## config.mk

```make
export PLATFORM = sky130hd
export DESIGN_NAME = cpu_control_fsm_flat
export DESIGN_NICKNAME = d
export VERILOG_FILES = /design/src/rtl/cpu_control_fsm_if.sv /design/src/rtl/cpu_control_fsm.sv /design/src/flat_wrapper.sv
export SDC_FILE = /design/constraint.sdc
export NUM_CORES = 1
export LEC_CHECK = 0
export CORE_MARGIN = 3
export CORE_UTILIZATION = 50
export DETAILED_ROUTE_END_ITERATION = 7
export DONT_BUFFER_PORTS = 1
export GPL_ROUTABILITY_DRIVEN = 1
export PLACE_DENSITY = 0.74
export SKIP_LAST_GASP = 1
export SLEW_MARGIN = 30
export SYNTH_ARGS = -nofsm -noshare
export SYNTH_HDL_FRONTEND = slang
export SYNTH_SLANG_ARGS = --single-unit
```

## constraint.sdc

```tcl
create_clock -name clk -period 6.6 [get_ports clk]
set_input_delay 0.99 -clock clk [delete_from_list [all_inputs] [get_ports clk]]
set_output_delay 0.99 -clock clk [all_outputs]
set_load 0.1 [all_outputs]
```

## src/rtl/cpu_control_fsm_if.sv

```systemverilog
// cpu_control_fsm_if: signal bundle between the multi-cycle controller and the
// instruction register, datapath and memory ports.
interface cpu_control_fsm_if #(parameter int CNT_W = 32);
  logic [6:0] instruction;
  logic imem_ready, dmem_ready, trap_clear;
  logic imem_req, dmem_req, ir_write;
  logic MemRead, MemWrite, MemtoReg, ALUSrc, RegWrite, Branch;
  logic [2:0] ALUOp;
  logic [1:0] fetchPC;
  logic pc_write, pc_write_cond, retire;
  logic [CNT_W-1:0] instret;
  logic trap;
  logic [1:0] trap_cause;
  modport master (
    input instruction, imem_ready, dmem_ready, trap_clear,
    output imem_req, dmem_req, ir_write, MemRead, MemWrite, MemtoReg, ALUSrc, RegWrite, Branch,
    output ALUOp, fetchPC, pc_write, pc_write_cond, retire, instret, trap, trap_cause
  );
  modport slave (
    output instruction, imem_ready, dmem_ready, trap_clear,
    input imem_req, dmem_req, ir_write, MemRead, MemWrite, MemtoReg, ALUSrc, RegWrite, Branch,
    input ALUOp, fetchPC, pc_write, pc_write_cond, retire, instret, trap, trap_cause
  );
endinterface

```

## src/rtl/cpu_control_fsm.sv

```systemverilog
// cpu_control_fsm: multi-cycle RV32I control sequencer with bus-timeout and
// illegal-opcode traps and a retired-instruction counter.
module cpu_control_fsm #(
  parameter int TIMEOUT = 15,
  parameter int CNT_W = 32,
  parameter int EN_JALR = 1
) (
  input logic clk,
  input logic rst,
  cpu_control_fsm_if.master ctrl
);
  localparam int WW = $clog2(TIMEOUT + 1);
  localparam logic [6:0] OP_R = 7'b0110011, OP_IMM = 7'b0010011, OP_LW = 7'b0000011;
  localparam logic [6:0] OP_S = 7'b0100011, OP_B = 7'b1100011, OP_JAL = 7'b1101111;
  localparam logic [6:0] OP_JALR = 7'b1100111, OP_LUI = 7'b0110111, OP_AUIPC = 7'b0010111;
  typedef enum logic [2:0] {FETCH, DECODE, EXEC, MEM, WB, TRAP} state_e;
  state_e state_q, state_d;
  logic [6:0] op_q;
  logic [WW-1:0] wait_q;
  logic [CNT_W-1:0] instret_q;
  logic [1:0] cause_q, cause_d;
  logic on, timeout, legal, retire, st_done;
  logic is_r, is_imm, is_lw, is_s, is_b, is_jal, is_jalr, is_lui, is_auipc;
  logic ex, wb;
  assign is_r = op_q == OP_R;
  assign is_imm = op_q == OP_IMM;
  assign is_lw = op_q == OP_LW;
  assign is_s = op_q == OP_S;
  assign is_b = op_q == OP_B;
  assign is_jal = op_q == OP_JAL;
  assign is_jalr = op_q == OP_JALR;
  assign is_lui = op_q == OP_LUI;
  assign is_auipc = op_q == OP_AUIPC;
  assign legal = (ctrl.instruction inside {OP_R, OP_IMM, OP_LW, OP_S, OP_B, OP_JAL, OP_LUI, OP_AUIPC})
              || (EN_JALR != 0 && ctrl.instruction == OP_JALR);
  assign timeout = wait_q == WW'(TIMEOUT);
  assign on = !rst;
  assign ex = on && state_q == EXEC;
  assign wb = on && state_q == WB;
  assign st_done = on && state_q == MEM && is_s && ctrl.dmem_ready;
  assign retire = (ex && is_b) || st_done || wb;
  always_comb begin
    state_d = state_q;
    unique case (state_q)
      FETCH: state_d = ctrl.imem_ready ? DECODE : timeout ? TRAP : FETCH;
      DECODE: state_d = legal ? EXEC : TRAP;
      EXEC: state_d = is_b ? FETCH : (is_lw || is_s) ? MEM : WB;
      MEM: state_d = ctrl.dmem_ready ? (is_lw ? WB : FETCH) : timeout ? TRAP : MEM;
      WB: state_d = FETCH;
      TRAP: state_d = ctrl.trap_clear ? FETCH : TRAP;
      default: state_d = FETCH;
    endcase
    // Cause is captured on TRAP entry and dropped when TRAP is left.
    cause_d = state_d != TRAP ? 2'b00
            : state_q != TRAP ? (state_q == DECODE ? 2'b10 : 2'b01) : cause_q;
  end
  always_ff @(posedge clk) begin
    if (rst) begin
      state_q <= FETCH;
      op_q <= '0;
      wait_q <= '0;
      instret_q <= '0;
      cause_q <= '0;
    end else begin
      state_q <= state_d;
      cause_q <= cause_d;
      wait_q <= state_d != state_q ? '0 : wait_q + WW'(1);
      if (state_q == DECODE) op_q <= ctrl.instruction;
      if (retire) instret_q <= instret_q + CNT_W'(1);
    end
  end
  assign ctrl.imem_req = on && state_q == FETCH;
  assign ctrl.ir_write = on && state_q == FETCH && ctrl.imem_ready;
  assign ctrl.dmem_req = on && state_q == MEM;
  assign ctrl.MemRead = on && state_q == MEM && is_lw;
  assign ctrl.MemWrite = on && state_q == MEM && is_s;
  assign ctrl.MemtoReg = wb && is_lw;
  assign ctrl.RegWrite = wb;
  assign ctrl.ALUSrc = ex && (is_s || is_lw || is_imm || is_lui || is_auipc || is_jalr);
  assign ctrl.ALUOp = ex ? {is_r, is_jal || is_imm, is_b || is_jal} : 3'b000;
  assign ctrl.Branch = ex && (is_b || is_jal || is_jalr);
  assign ctrl.fetchPC = wb ? {is_auipc, is_jal || is_jalr} : 2'b00;
  assign ctrl.pc_write = wb || st_done;
  assign ctrl.pc_write_cond = ex && is_b;
  assign ctrl.retire = retire;
  assign ctrl.trap = on && state_q == TRAP;
  assign ctrl.trap_cause = on ? cause_q : 2'b00;
  assign ctrl.instret = on ? instret_q : '0;
endmodule

```

## src/flat_wrapper.sv

```systemverilog
// flat-port wrapper written by rule: the top's interface ports become plain ports
module cpu_control_fsm_flat 
#(
  parameter int TIMEOUT = 15,
  parameter int CNT_W = 32,
  parameter int EN_JALR = 1
)
  (clk, rst, ctrl_instruction, ctrl_imem_ready, ctrl_dmem_ready, ctrl_trap_clear, ctrl_imem_req, ctrl_dmem_req, ctrl_ir_write, ctrl_MemRead, ctrl_MemWrite, ctrl_MemtoReg, ctrl_ALUSrc, ctrl_RegWrite, ctrl_Branch, ctrl_ALUOp, ctrl_fetchPC, ctrl_pc_write, ctrl_pc_write_cond, ctrl_retire, ctrl_instret, ctrl_trap, ctrl_trap_cause);
  cpu_control_fsm_if #(.CNT_W(CNT_W)) ctrl_i ();
  input logic clk;
  input logic rst;
  input wire logic [$bits(ctrl_i.instruction)-1:0] ctrl_instruction;
  input wire logic [$bits(ctrl_i.imem_ready)-1:0] ctrl_imem_ready;
  input wire logic [$bits(ctrl_i.dmem_ready)-1:0] ctrl_dmem_ready;
  input wire logic [$bits(ctrl_i.trap_clear)-1:0] ctrl_trap_clear;
  output wire logic [$bits(ctrl_i.imem_req)-1:0] ctrl_imem_req;
  output wire logic [$bits(ctrl_i.dmem_req)-1:0] ctrl_dmem_req;
  output wire logic [$bits(ctrl_i.ir_write)-1:0] ctrl_ir_write;
  output wire logic [$bits(ctrl_i.MemRead)-1:0] ctrl_MemRead;
  output wire logic [$bits(ctrl_i.MemWrite)-1:0] ctrl_MemWrite;
  output wire logic [$bits(ctrl_i.MemtoReg)-1:0] ctrl_MemtoReg;
  output wire logic [$bits(ctrl_i.ALUSrc)-1:0] ctrl_ALUSrc;
  output wire logic [$bits(ctrl_i.RegWrite)-1:0] ctrl_RegWrite;
  output wire logic [$bits(ctrl_i.Branch)-1:0] ctrl_Branch;
  output wire logic [$bits(ctrl_i.ALUOp)-1:0] ctrl_ALUOp;
  output wire logic [$bits(ctrl_i.fetchPC)-1:0] ctrl_fetchPC;
  output wire logic [$bits(ctrl_i.pc_write)-1:0] ctrl_pc_write;
  output wire logic [$bits(ctrl_i.pc_write_cond)-1:0] ctrl_pc_write_cond;
  output wire logic [$bits(ctrl_i.retire)-1:0] ctrl_retire;
  output wire logic [$bits(ctrl_i.instret)-1:0] ctrl_instret;
  output wire logic [$bits(ctrl_i.trap)-1:0] ctrl_trap;
  output wire logic [$bits(ctrl_i.trap_cause)-1:0] ctrl_trap_cause;
  assign ctrl_i.instruction = ctrl_instruction;
  assign ctrl_i.imem_ready = ctrl_imem_ready;
  assign ctrl_i.dmem_ready = ctrl_dmem_ready;
  assign ctrl_i.trap_clear = ctrl_trap_clear;
  assign ctrl_imem_req = ctrl_i.imem_req;
  assign ctrl_dmem_req = ctrl_i.dmem_req;
  assign ctrl_ir_write = ctrl_i.ir_write;
  assign ctrl_MemRead = ctrl_i.MemRead;
  assign ctrl_MemWrite = ctrl_i.MemWrite;
  assign ctrl_MemtoReg = ctrl_i.MemtoReg;
  assign ctrl_ALUSrc = ctrl_i.ALUSrc;
  assign ctrl_RegWrite = ctrl_i.RegWrite;
  assign ctrl_Branch = ctrl_i.Branch;
  assign ctrl_ALUOp = ctrl_i.ALUOp;
  assign ctrl_fetchPC = ctrl_i.fetchPC;
  assign ctrl_pc_write = ctrl_i.pc_write;
  assign ctrl_pc_write_cond = ctrl_i.pc_write_cond;
  assign ctrl_retire = ctrl_i.retire;
  assign ctrl_instret = ctrl_i.instret;
  assign ctrl_trap = ctrl_i.trap;
  assign ctrl_trap_cause = ctrl_i.trap_cause;
  cpu_control_fsm #(.TIMEOUT(TIMEOUT), .CNT_W(CNT_W), .EN_JALR(EN_JALR)) u_core (.clk(clk), .rst(rst), .ctrl(ctrl_i));
endmodule
```

* Word-level counts from Yosys, hierarchy flattened
Index checks and enable logic that the tools add are counted.
Storage, ports and cells: latch bits 0, input port bits 12, bits in writable memories 0, register bits 48, ROM bits 0, memories 0, output and inout port bits 52
Cells by class: shift operators 0, divide/modulo/power cells 0, $lt $le $gt $ge 0, multiplexer cells 15, equal/unequal tests 27, reductions and logical operators 31, $add $sub $neg 2, multiply operators 0, bitwise gates (word level) 0
Operators by type and width (count):
- 7-bit by 6-bit equality test with 1-bit output, second input constant | 6
- 7-bit equality test, second input constant | 6
- 32-bit by 1-bit adder with 32-bit output, second input constant | 1
- 32-bit two-way mux | 1
- 3-bit two-way mux | 10
- 7-bit by 5-bit equality test with 1-bit output, second input constant | 4
- 3-bit case mux with 5 select lines | 1
- 7-bit by 2-bit equality test with 1-bit output, second input constant | 2
- 1-bit logical AND | 13
- 1-bit logical OR | 13
- 8-bit nonzero test | 1
- 3-bit by 2-bit equality test with 1-bit output, second input constant | 2
- 3-bit equality test, second input constant | 2
- 2-bit two-way mux | 3
- 3-bit != test, second input constant | 2
- 4-bit by 1-bit adder with 4-bit output, second input constant | 1
- 4-bit equality test, second input constant | 1
- 2-bit OR reduction | 2
- 3-bit by 1-bit equality test with 1-bit output, second input constant | 1
- 3-bit zero test | 1
- 3-bit != test | 1
- 1-bit zero test | 1

* Longest topological paths before layout
Gate-level depths: netlist of the first run.
depth after elaboration 7, depth in mapped cells 8, depth with buffers taken out 6

* Least setup slack after synthesis of the first run
No wires, ideal clock.
path type input to output, from in rst, to out ctrl_ir_write, cell stages on the path 4, setup slack 0.390 ns, arrival time 5.220 ns, path buffers 2, data required time 5.610 ns, path through buf_2 -> clkbuf_1 -> nor4_1 -> and2_1
On the way: word-level cells in the longest chain between the ends 3
Ends and longest elaborated chain:
- start, declared | line flat_wrapper.sv:11 | input logic rst;
- 1-bit zero test | line cpu_control_fsm.sv:37 | assign on = !rst;
- 1-bit logical AND
- net ctrl_imem_req | line flat_wrapper.sv:16 | output wire logic [$bits(ctrl_i.imem_req)-1:0] ctrl_imem_req;
- 1-bit logical AND | line cpu_control_fsm.sv:73 | assign ctrl.ir_write = on && state_q == FETCH && ctrl.imem_ready;
- end, declared | line flat_wrapper.sv:18 | output wire logic [$bits(ctrl_i.ir_write)-1:0] ctrl_ir_write;
The timed path passes the listed nets, and every way through them passes these cells.

* Worst setup path in the final report of the first run
from reg u_core.state_q[2], to out ctrl_retire
On the way: elaborated cells on any way between the ends 11
RTL lines:
- start, declared | line cpu_control_fsm.sv:17 | state_e state_q, state_d;
- start signal, assigned | line cpu_control_fsm.sv:65 | state_q <= state_d;
- 3-bit equality test | line cpu_control_fsm.sv:39 | assign wb = on && state_q == WB;
- 1-bit logical AND | line cpu_control_fsm.sv:39
- net ctrl_RegWrite | line flat_wrapper.sv:23 | output wire logic [$bits(ctrl_i.RegWrite)-1:0] ctrl_RegWrite;
- 1-bit logical OR | line cpu_control_fsm.sv:41 | assign retire = (ex && is_b) || st_done || wb;
- end, declared | line flat_wrapper.sv:29 | output wire logic [$bits(ctrl_i.retire)-1:0] ctrl_retire;
The timed path passes the listed nets, and every way through them passes these cells.

==> impl_metrics.ini, run 1 <==
[sta]
tightest_slew_ns = 0.958
fin_skew_ns = 0.0147
hold_viol = 0
setup_viol = 0
relSlewSlack = 0.366
setup_ws_ns = 2.56
clock.fmax_ghz = 0.248
min_period_ns = 4.04
post-route-period-util = 0.612
maxSlewViolCount = 0
setup_tns_ns = 0
rsz0062_at_grt = no

[floorplan]
die_area_mm2 = 0.00654
die_w_um = 80.9
row_count = 26
ios = 64
core_mm2 = 0.00527
start_util = 0.532
die_y_um = 80.9

[worst_setup_path]
crit_chain = inv_2 -> or4_1 -> inv_2 -> or3_2
slowest_delay_ns = 0.78
path_common_cell = inv_2
crit_fanout = 21
crit_arrival_ns = 3.05
cp.required_ns = 5.61
cp-end-kind = output port
startpoint_type = register
critPathKind = reg -> out
cpMaxStageDelayCell = dfxtp_1

[final_layout]
fin_area_mm2 = 0.00347
final_core_util = 0.658
final_common_cell = dfxtp_1
register_area_um2 = 961
fill_cells = 442
n_antenna_cell = 0
final_layout_size_suffix_gt1_frac = 0.232
multi_input_comb_area_mm2 = 0.00206
syn_to_final_growth_pct = 23.7
final_cell_mix = 48 x dfxtp_1, 32 x a21oi_1, 28 x nand2_1, 28 x nor2b_4, 24 x o21ai_0
nNetsFinal = 375

[placed_design]
io_buffers = 0
gp_congestion = 0.853
pre_cts_slack_ns = 2.94
place_area_mm2 = 0.00336
place_hpwl_um = 4960

[power]
cellLeakagePower_nw = 1.01
irDropWorstVdd_uv = 110
p_per_area_mw_per_mm2 = 160
finalPower_uw = 554

[clock_tree]
cts_tree = built
cts.sinks = 48
clock_latency_ns = 0.32
cts.path.max_buffers = 2
post_cts_resize_count = 0
htreeDepth = 2
cts_root_buf = clkbuf_8
ctsHoldBuffers = 0
clkTransAtPathRegs_ns = 0.09
cts_setup_buffers = 0
cts_made_buffers = 5

[synthesis]
synth-seq-area-share = 0.343
synthAdderAreaFrac = 0.00893
synth_top_family_by_area = simple AND/OR/NAND/NOR gates
ys_ff_latch = 48
synthesis.nets = 378
synth_cell_type_count = 51
yosys_warnings = 0
synth_edf_count = 0
yosysTopAreaCellShare = 0.343
synthFlopType = dfxtp_1
synth_top_area_cell = dfxtp_1
synth_mux_area_frac = 0.0317
avgSynthCellArea_um2 = 7.70
syn_inst = 364
synthArstFlopShare = 0
syn_area_mm2 = 0.00280
synth_compound_area_frac = 0.188
synth_top_cells_by_area = dfxtp_1 34%, nor2b_1 6.9%, a21oi_1 6.1%
synth-xor-area-share = 0.0156
yosys.area_share.simple = 0.365

[grt]
grt_overflow_total = 0
grt_use_total = 0.225
antenna_found_initial = 0
grt_pass1_wl_um = 11800
grt_pass1_vias = 2414
grt_max_degree = 83

[drt]
vias = 2661
routedWlPerCell_um = 16.2
first_pass_iters = 5
drt_iter0_markers = 153
ant_nets = 0
routed_wl_um = 7020
vias_per_cell = 6.16
drc = 0

[run_status]
outcome = finished clean

[min_path]
hp-class = reg -> reg

[run]
maxCapViolations = 0
[registers in the layout (all words and copies together) (netlist names)]
signal	count
u_core.op_q	7
u_core.cause_q	2
u_core.state_q	3
u_core.instret_q	32
u_core.wait_q	4
[through the flow]
stage               cells  hold WS, ns
CTS                   432        0.472
finish                432        0.467
global placement      424        0.448
global route          432        0.491
floorplan             364        0.433
detailed placement    424        0.461
[worst paths after layout]
check                          from                   end  slack, ns  depth (start not counted)
setup / recovery  u_core.state_q[2]           ctrl_retire       2.56                          4
hold / removal     u_core.wait_q[0]      u_core.wait_q[0]       0.47                          1
setup reg to reg  u_core.state_q[2]  u_core.instret_q[16]       3.20                          7
hold reg to reg    u_core.wait_q[0]      u_core.wait_q[0]       0.47                          1
[cell usage after synthesis, types with 2 or more instances]
| cell type | instances |
|---|---|
| a2111oi_0 | 2 |
| a21oi_1 | 34 |
| a31oi_1 | 4 |
| and2_1 | 4 |
| and3_1 | 5 |
| and4_1 | 3 |
| buf_1 | 3 |
| buf_2 | 4 |
| clkbuf_1 | 12 |
| dfxtp_1 | 48 |
| ha_1 | 2 |
| inv_1 | 11 |
| inv_2 | 2 |
| mux2_1 | 2 |
| mux2_2 | 5 |
| nand2_1 | 28 |
| nand2b_1 | 3 |
| nand3_1 | 10 |
| nand3b_1 | 2 |
| nand4_1 | 9 |
| nand4bb_1 | 2 |
| nor2_1 | 29 |
| nor2b_1 | 31 |
| nor3_1 | 15 |
| nor4_1 | 2 |
| nor4_2 | 2 |
| o21a_1 | 2 |
| o21ai_0 | 24 |
| o311ai_1 | 3 |
| o31ai_1 | 7 |
| o32a_1 | 2 |
| or2_2 | 5 |
| or3_1 | 19 |
| or4_1 | 8 |
| xnor2_1 | 3 |
| xor2_1 | 2 |
[layer usage]
layer	GRT usage	vias up	share of wire
li1	-	1308	-
met1	0.295	1243	0.43
met2	0.368	99	0.48
met3	0.0565	11	0.073
met4	0.0591	0	0.016
met5	0	-	0
[power breakdown]
part           switching (mW)  internal [mW]
combinational          0.0416         0.0203
sequential             0.0121          0.296
clock                   0.108         0.0752
total                   0.162          0.392
[cell type report]
cell class	instances	area share
clock buffers	5	0.0199
flip-flops and latches	48	0.277
multi-input cells	283	0.595
well taps	70	0.0253
clock inverters	3	0.00686
inverters	13	0.0141
repair buffers	10	0.0621
[critical path, delay by kind of cell, from the launching register on]
kind / cells / cell delay, ns
buffers and inverters: 2 / 0.67
DFF: 1 / 0.78
and+or+nand+nor: 2 / 1.28
[cell families (layout without fill, tap and decap cells)]
logic type	Yosys count	after routing
fa+ha+maj	2	2
xor+xnor	5	5
simple gates	181	181
compound gates	87	87
buf+inv	33	31
flops	48	48
mux	8	8
Note: power is estimated with default switching activity, not from simulation.
==> inputs of run 2 (changes only) <==
clock period = 4.23 ns   (was 6.6 ns; I/O delays follow)
==> impl_metrics.ini, run 2 (synthesized netlist as in run 1, its figures left out) <==
[sta]
maxSlewViolCount = 0
setup_tns_ns = 0
setup_viol = 0
post-route-period-util = 0.866
tightest_slew_ns = 0.959
relSlewSlack = 0.365
clock.fmax_ghz = 0.273
rsz0062_at_grt = no
hold_viol = 0
min_period_ns = 3.66
fin_skew_ns = 0.0114

[floorplan]
row_count = 26
die_w_um = 80.9
ios = 64
die_area_mm2 = 0.00654
core_mm2 = 0.00527
die_y_um = 80.9
start_util = 0.532

[placed_design]
gp_congestion = 0.919
io_buffers = 0
place_hpwl_um = 4780

[final_layout]
final_layout_size_suffix_gt1_frac = 0.234
syn_to_final_growth_pct = 22.9
final_common_cell = dfxtp_1
final_core_util = 0.653
largest_reg_flops = 32
nNetsFinal = 378
n_antenna_cell = 0
regMostFlops = u_core.instret_q
largestRegisters = u_core.instret_q: 32 flops, u_core.op_q: 7 flops, u_core.wait_q: 4 flops
fill_cells = 446
final_cell_mix = 48 x dfxtp_1, 32 x a21oi_1, 28 x nand2_1, 28 x nor2b_4, 24 x o21ai_0

[drt]
vias = 2732
ant_nets = 0
routedWlPerCell_um = 15.8
drt_iter0_markers = 222
drc = 0
first_pass_iters = 5
routed_wl_um = 6870
vias_per_cell = 6.29

[worst_setup_path]
crit_chain = inv_2 -> or4_1 -> inv_2 -> or2_2
critPathKind = reg -> out
cp.required_ns = 3.60
r2r-start = u_core.state_q[2]
r2r_cells = 6
startpoint_type = register
critPathLaunch = u_core.state_q[2]
critPathCapture = ctrl_pc_write
crit_fanout = 21
r2r_end = u_core.instret_q[16]
cpMaxStageDelayCell = dfxtp_1
rrSetupSlack_ns = 0.98
crit_arrival_ns = 3.03
cp-end-kind = output port
path_common_cell = inv_2
slowest_delay_ns = 0.80

[power]
cellLeakagePower_nw = 1.03
p_per_area_mw_per_mm2 = 244
irDropWorstVdd_uv = 160

[clock_tree]
cts_setup_buffers = 0
clock_latency_ns = 0.30
cts.path.max_buffers = 2
clkTransAtPathRegs_ns = 0.09
post_cts_resize_count = 0
htreeDepth = 2
ctsHoldBuffers = 0
cts_root_buf = clkbuf_8
cts_tree = built
cts_made_buffers = 5
cts.sinks = 48

[grt]
grt_use_total = 0.214
grt_pass1_vias = 2487
antenna_found_initial = 0
grt_overflow_total = 0
grt_max_degree = 83
grt_pass1_wl_um = 11300

[run_status]
outcome = finished clean

[run]
maxCapViolations = 0

[min_path]
hp-class = in -> reg
==> run 2: final cells by class <==
type | count | area [um2] | area share
clock buffers | 5 | 68.8 | 0.0200
clock inverters | 2 | 12.5 | 0.00364
inverters | 13 | 48.8 | 0.0142
multi-input cells | 283 | 2080 | 0.603
flip-flops and latches | 48 | 961 | 0.279
well taps | 70 | 87.6 | 0.0254
repair buffers | 13 | 188 | 0.0545
==> run 2: worst min path at each step <==
stage / start / to / slack [ns] / cells after the start
floorplan: u_core.wait_q[0] / u_core.wait_q[0] / 0.43 / 1
global placement: u_core.wait_q[0] / u_core.wait_q[0] / 0.44 / 1
detailed placement: u_core.wait_q[0] / u_core.wait_q[0] / 0.46 / 1
CTS: rst / u_core.instret_q[23] / 0.39 / 1
global route: rst / u_core.state_q[1] / 0.38 / 1
finish: rst / u_core.instret_q[19] / 0.42 / 1
==> run 2: worst max-delay path: cells and delay by family, from the launching register on <==
kind,cells,cell delay (ns)
buffers and inverters,2,0.72
DFF,1,0.80
and+or+nand+nor,2,1.21
==> run 2: per-layer routing <==
metal / GRT usage / part of all wire
met2: 0.348 / 0.48
met3: 0.0510 / 0.078
met1: 0.276 / 0.43
met5: 0 / 0
met4: 0.0726 / 0.015
==> run 2: per-stage QoR <==
stage	instances	worst slack, ns	power (mW)	instance area, um2	hold slack [ns]
final	434	0.566	0.840	3440	0.417
after global routing	434	0.455	0.879	3440	0.383
after CTS	434	0.623	0.846	3430	0.393
after detailed placement	427	0.969	0.584	3350	0.458
after global placement	427	1.01	0.580	3170	0.443
after floorplan	364	0.0113	0.574	2820	0.433
==> run 2: power breakdown <==
part / leakage (nW) / switching (mW) / total, mW / internal [mW]
logic: 0.601 / 0.0635 / 0.0927 / 0.0292
clock network: 0.0400 / 0.153 / 0.265 / 0.112
registers: 0.388 / 0.0208 / 0.483 / 0.462
total: 1.03 / 0.237 / 0.840 / 0.603
